===== config.mk =====
export PLATFORM = sky130hd
export DESIGN_NAME = mem_arbiter
export DESIGN_NICKNAME = d
export VERILOG_FILES = /design/src/rtl/mem_arb_pkg.sv /design/src/rtl/mem_arb_wait_cnt.sv /design/src/rtl/mem_arbiter.sv
export SDC_FILE = /design/constraint.sdc
export NUM_CORES = 1
export LEC_CHECK = 0
export CORE_AREA = 2 2 116 118
export DETAILED_ROUTE_END_ITERATION = 16
export DIE_AREA = 0 0 118 120
export DONT_BUFFER_PORTS = 1
export PLACE_DENSITY_LB_ADDON = 0.25
export SLEW_MARGIN = 20
export SYNTH_ARGS = -nofsm -noshare
export SYNTH_HDL_FRONTEND = slang
export SYNTH_HIERARCHICAL = 1
export SYNTH_SLANG_ARGS = --single-unit

===== constraint.sdc =====
create_clock -name clk -period 4.55 [get_ports clk]
set_input_delay 0.2275 -clock clk [delete_from_list [all_inputs] [get_ports clk]]
set_output_delay 0.2275 -clock clk [all_outputs]
set_load 0.01 [all_outputs]

===== src/rtl/mem_arb_pkg.sv =====
// Shared types and constants for the two-port memory arbiter.
package mem_arb_pkg;

  localparam int unsigned ADDR_W = 32;
  localparam int unsigned DATA_W = 32;
  localparam int unsigned CNT_W  = 4;

  typedef enum logic [1:0] {
    IDLE,
    ACCESS,
    RESP
  } arb_state_t;

  typedef enum logic {
    OWN_CPU,
    OWN_DBG
  } arb_owner_t;

  // Counter value reached on the final cycle of an access lasting wait_cycles cycles.
  function automatic logic [CNT_W-1:0] last_count(input int unsigned wait_cycles);
    return CNT_W'(wait_cycles - 1);
  endfunction

endpackage


===== src/rtl/mem_arb_wait_cnt.sv =====
// Wait-cycle counter: counts ACCESS cycles and flags the last one of WAIT_CYCLES.
module mem_arb_wait_cnt
  import mem_arb_pkg::*;
#(
  parameter int unsigned WAIT_CYCLES = 1
) (
  input  logic clk,
  input  logic reset,
  input  logic clear,
  input  logic enable,
  output logic done
);

  localparam logic [CNT_W-1:0] LastCnt = last_count(WAIT_CYCLES);

  logic [CNT_W-1:0] r_cnt;

  always_ff @(posedge clk) begin
    if (!reset) begin
      r_cnt <= '0;
    end else if (clear) begin
      r_cnt <= '0;
    end else if (enable) begin
      r_cnt <= r_cnt + 1'b1;
    end
  end

  // Not gated by enable; the arbiter qualifies it with its own state.
  assign done = (r_cnt == LastCnt);

endmodule


===== src/rtl/mem_arbiter.sv =====
// Arbitrates a cpu port and a debug/loader port onto one fixed-latency memory.
// Define MEM_ARB_FIXED_PRIO_EN for cpu-wins-ties priority instead of round-robin.
module mem_arbiter
  import mem_arb_pkg::*;
#(
  parameter int unsigned WAIT_CYCLES = 1
) (
  input  logic              clk,
  input  logic              reset,
  input  logic              cpu_req,
  input  logic              cpu_we,
  input  logic [ADDR_W-1:0] cpu_addr,
  input  logic [DATA_W-1:0] cpu_wdata,
  output logic [DATA_W-1:0] cpu_rdata,
  output logic              cpu_ready,
  input  logic              dbg_req,
  input  logic              dbg_we,
  input  logic [ADDR_W-1:0] dbg_addr,
  input  logic [DATA_W-1:0] dbg_wdata,
  output logic [DATA_W-1:0] dbg_rdata,
  output logic              dbg_ready,
  output logic              mem_en,
  output logic              mem_we,
  output logic [ADDR_W-1:0] mem_addr,
  output logic [DATA_W-1:0] mem_wdata,
  input  logic [DATA_W-1:0] mem_rdata
);

  arb_state_t        r_state;
  arb_state_t        w_state_d;
  arb_owner_t        r_owner;
  arb_owner_t        w_grant;
  logic              r_we;
  logic [ADDR_W-1:0] r_addr;
  logic [DATA_W-1:0] r_wdata;
  logic [DATA_W-1:0] r_cpu_rdata;
  logic [DATA_W-1:0] r_dbg_rdata;
  logic              w_any_req;
  logic              w_start;
  logic              w_access;
  logic              w_done;
  logic              w_capture;

  assign w_any_req = cpu_req | dbg_req;
  assign w_start   = (r_state == IDLE) && w_any_req;
  assign w_access  = (r_state == ACCESS);
  assign w_capture = w_access && w_done && !r_we;

`ifdef MEM_ARB_FIXED_PRIO_EN
  assign w_grant = cpu_req ? OWN_CPU : OWN_DBG;
`else
  arb_owner_t r_last;

  always_comb begin
    w_grant = OWN_CPU;
    if (cpu_req && dbg_req) begin
      w_grant = (r_last == OWN_CPU) ? OWN_DBG : OWN_CPU;
    end else if (dbg_req) begin
      w_grant = OWN_DBG;
    end
  end

  // Reset to dbg so the cpu wins the first tie.
  always_ff @(posedge clk) begin
    if (!reset) begin
      r_last <= OWN_DBG;
    end else if (w_start) begin
      r_last <= w_grant;
    end
  end
`endif

  mem_arb_wait_cnt #(
    .WAIT_CYCLES(WAIT_CYCLES)
  ) u_wait_cnt (
    .clk   (clk),
    .reset (reset),
    .clear (w_start),
    .enable(w_access),
    .done  (w_done)
  );

  always_comb begin
    w_state_d = r_state;
    unique case (r_state)
      IDLE:    if (w_any_req) w_state_d = ACCESS;
      ACCESS:  if (w_done) w_state_d = RESP;
      RESP:    w_state_d = IDLE;
      default: w_state_d = IDLE;
    endcase
  end

  always_ff @(posedge clk) begin
    if (!reset) begin
      r_state <= IDLE;
      r_owner <= OWN_CPU;
      r_we    <= 1'b0;
      r_addr  <= '0;
      r_wdata <= '0;
    end else begin
      r_state <= w_state_d;
      if (w_start) begin
        r_owner <= w_grant;
        r_we    <= (w_grant == OWN_DBG) ? dbg_we    : cpu_we;
        r_addr  <= (w_grant == OWN_DBG) ? dbg_addr  : cpu_addr;
        r_wdata <= (w_grant == OWN_DBG) ? dbg_wdata : cpu_wdata;
      end
    end
  end

  always_ff @(posedge clk) begin
    if (!reset) begin
      r_cpu_rdata <= '0;
      r_dbg_rdata <= '0;
    end else if (w_capture) begin
      if (r_owner == OWN_CPU) begin
        r_cpu_rdata <= mem_rdata;
      end else begin
        r_dbg_rdata <= mem_rdata;
      end
    end
  end

  always_comb begin
    mem_en    = 1'b0;
    mem_we    = 1'b0;
    mem_addr  = '0;
    mem_wdata = '0;
    cpu_ready = 1'b0;
    dbg_ready = 1'b0;
    unique case (r_state)
      ACCESS: begin
        mem_en    = 1'b1;
        mem_we    = r_we;
        mem_addr  = r_addr;
        mem_wdata = r_wdata;
      end
      RESP: begin
        cpu_ready = (r_owner == OWN_CPU);
        dbg_ready = (r_owner == OWN_DBG);
      end
      default: ;
    endcase
  end

  assign cpu_rdata = r_cpu_rdata;
  assign dbg_rdata = r_dbg_rdata;

endmodule


==> results.toml <==
[run_status]
status = "complete, no violations"

[logic_synthesis]
ys_warn_count = 6
syn_area_mm2 = 0.00613
synth_edf_count = 0
synth_flop_cell = "dfxtp_1"
avgSynthCellArea_um2 = 8.42
synth_area_leaders = "dfxtp_1, nand2_1, mux2i_1, a311oi_1, and2_1"
yosysTopAreaCell = "dfxtp_1"
synth_seq_cells = 137
seq_area_frac_synth = 0.448
yosysUniqueCellTypes = 33
synth_top_area_share = 0.448
synth_nets = 896
netlist_instances = 728
async_flop_share = 0

[die]
die-area_mm2 = 0.0142
die_h_um = 120
io-pin-count = 298
start_util = 0.472
fp-row-count = 42
fp.coreArea_mm2 = 0.0130
dieWidth_um = 118

[pwr]
p_int_mw = 2.60
leakage_nw = 3.56
power_mw = 3.52
combPwrFrac = 0.170
power_frac_clock = 0.438
powerDensity_mw_per_mm2 = 419
switchingPower_mw = 0.925
ir_worst_vdd_mv = 0.202
switching_share = 0.263
power_frac_seq = 0.391

[sta]
hold_violations = 0
worst_slack_ps = 1830
finalClockSkew_ps = 10.8
slew-limit-headroom = 0.365
drv_slew = 0
finalSetupViolations = 0
fmax_mhz = 367
tightest_slew_ps = 953
rsz0062_at_grt = "no"
finalSetupTns_ps = 0
final.period_utilization = 0.598
timing.final.crit_period_ps = 2720

[clock_network]
clock_latency_ps = 410
cts_buffer_depth = 2
htree_levels = 4
ctsResizeCount = 0
postCtsHoldBufs = 160
cts.reportedPaths.clkPinSlew_ps = 60
clockRootBuffer = "clkbuf_16"
numCtsBuffers = 17
clock_sinks = 137
postCtsSetupRepairBufs = 0
tritoncts = "done"

[placed_design]
dpl.hpwl_um = 10800
io_buffers = 0
dp.cells = 844
routabilityCongestion = 0.806
pre_cts_slack_ps = 2020

[final_layout]
finish.utilization = 0.647
area.growth.synth_to_final_pct = 37.1
drive_gt1_frac = 0.0581
diodes = 0
fin_cells = 1036
fin_nets = 1015

[run]
maxCapViolCount = 0

[min_path]
hold_class = "in2reg"

[drt]
drc = 0
wirelength_um = 20000
vias = 5888
dr.pass1.iters = 6
drtIter0Drc = 428
wl_per_cell_um = 19.3
avgViaCountPerCell = 5.68
ant_nets = 0

[critical_path]
required_ps = 4840
arrival_ps = 3010
crit_path_start_kind = "primary input"
end_kind = "register"
cp_max_fo = 68
critPathKind = "in2reg"

[global_routing]
grt_pass1_wl_um = 31500
grt.total_usage = 0.277
grt_pass1_vias = 6114
overflow = 0
grt_max_degree = 70
antenna_found_initial = 0
cells in the mapped netlist, types with 2 or more instances:
cell and count:
buf_6 3, clkbuf_1 45, and2_1 66, nand3b_1 2
nand2_1 226, a21bo_2 2, inv_1 4, buf_2 16
a21oi_1 67, nor2_1 3, mux2i_1 66, ha_1 2
dfxtp_1 137, a311oi_1 65, nor3b_1 2, buf_4 4
and3_1 2
registers in the layout, summed over array words and instances, names as in the netlist:
name	count
r_last	1
cpu_rdata	32
r_wdata	32
u_wait_cnt/r_cnt	4
r_addr	32
dbg_rdata	32
r_we	1
r_owner	1
r_state	2
power by group through the flow:
stage	Sequential [mW]	Clock [mW]	Combinational (mW)
after detailed placement	1.40	0	0.400
final	1.38	1.54	0.600
after global placement	1.40	0	0.387
after global routing	1.39	1.63	0.649
after CTS	1.37	1.56	0.577
after floorplan	1.38	0	0.346
metal layers:
layer  global-route usage  share of wire  wire, µm
met1                0.315           0.40      7940
met2                0.475           0.49      9870
met3               0.0894          0.081      1610
met4                0.127          0.029       583
met5                    0              0         0
cell type report:
type,instances,area (µm²)
clock buffers,19,453
flip-flops and latches,137,2740
repair buffers,168,1680
inverters,4,16.3
multi-input cells,519,3080
fillers,995,4580
well taps,176,220
clock inverters,13,214
cells in the final DEF, fill, tap and decap left out, types with 2 or more instances in the layout:
cell and n:
dfxtp_1 137, nand2_1 226, nor2_1 3, a21bo_2 2, mux2i_1 66, and3_1 2, inv_6 2, clkinv_4 3
a311oi_1 65, bufinv_16 5, a21oi_1 67, clkinv_2 2, ha_1 2, dlygate4sd3_1 159, nand3b_1 2, nor3b_1 2
clkbuf_8 2, clkbuf_16 17, clkinvlp_4 2, buf_4 8, and2_1 65, inv_1 3
worst max-delay path: stages:
cell and delay (ps):
or2_2 80, buf_4 570, and2_2 910, buf_4 410, a311oi_1 160, dlygate4sd3_1 630
worst paths after layout:
kind,start,end,slack (ps),cells past startpoint
worst min-delay path,mem_rdata[29],cpu_rdata[29],10,2
worst max register to register,r_state[1],r_addr[6],1970,5
worst min register to register,cpu_rdata[31],cpu_rdata[31],510,2
worst max-delay path,dbg_req,r_addr[6],1830,6
kinds of logic (layout without fill, tap and decap cells):
kind of cell	count (synthesis)	after routing	synth area share
adders and majority gates	2	2	0.00408
buffers and inverters	72	204	0.0535
muxes	66	66	0.108
AOI/OAI and AO/OA	139	139	0.157
and+or+nand+nor	311	311	0.229
DFF	137	137	0.448
xor gates and xnor gates	1	1	0.00143
through the flow:
stage	cell area [µm²]	hold WS, ps
after floorplan	6130	387
after global placement	6110	314
after detailed placement	6110	333
after CTS	8400	0.678
after global routing	8400	2.78
final	8400	11.8
No activity file was read; power rests on OpenSTA's default activity.
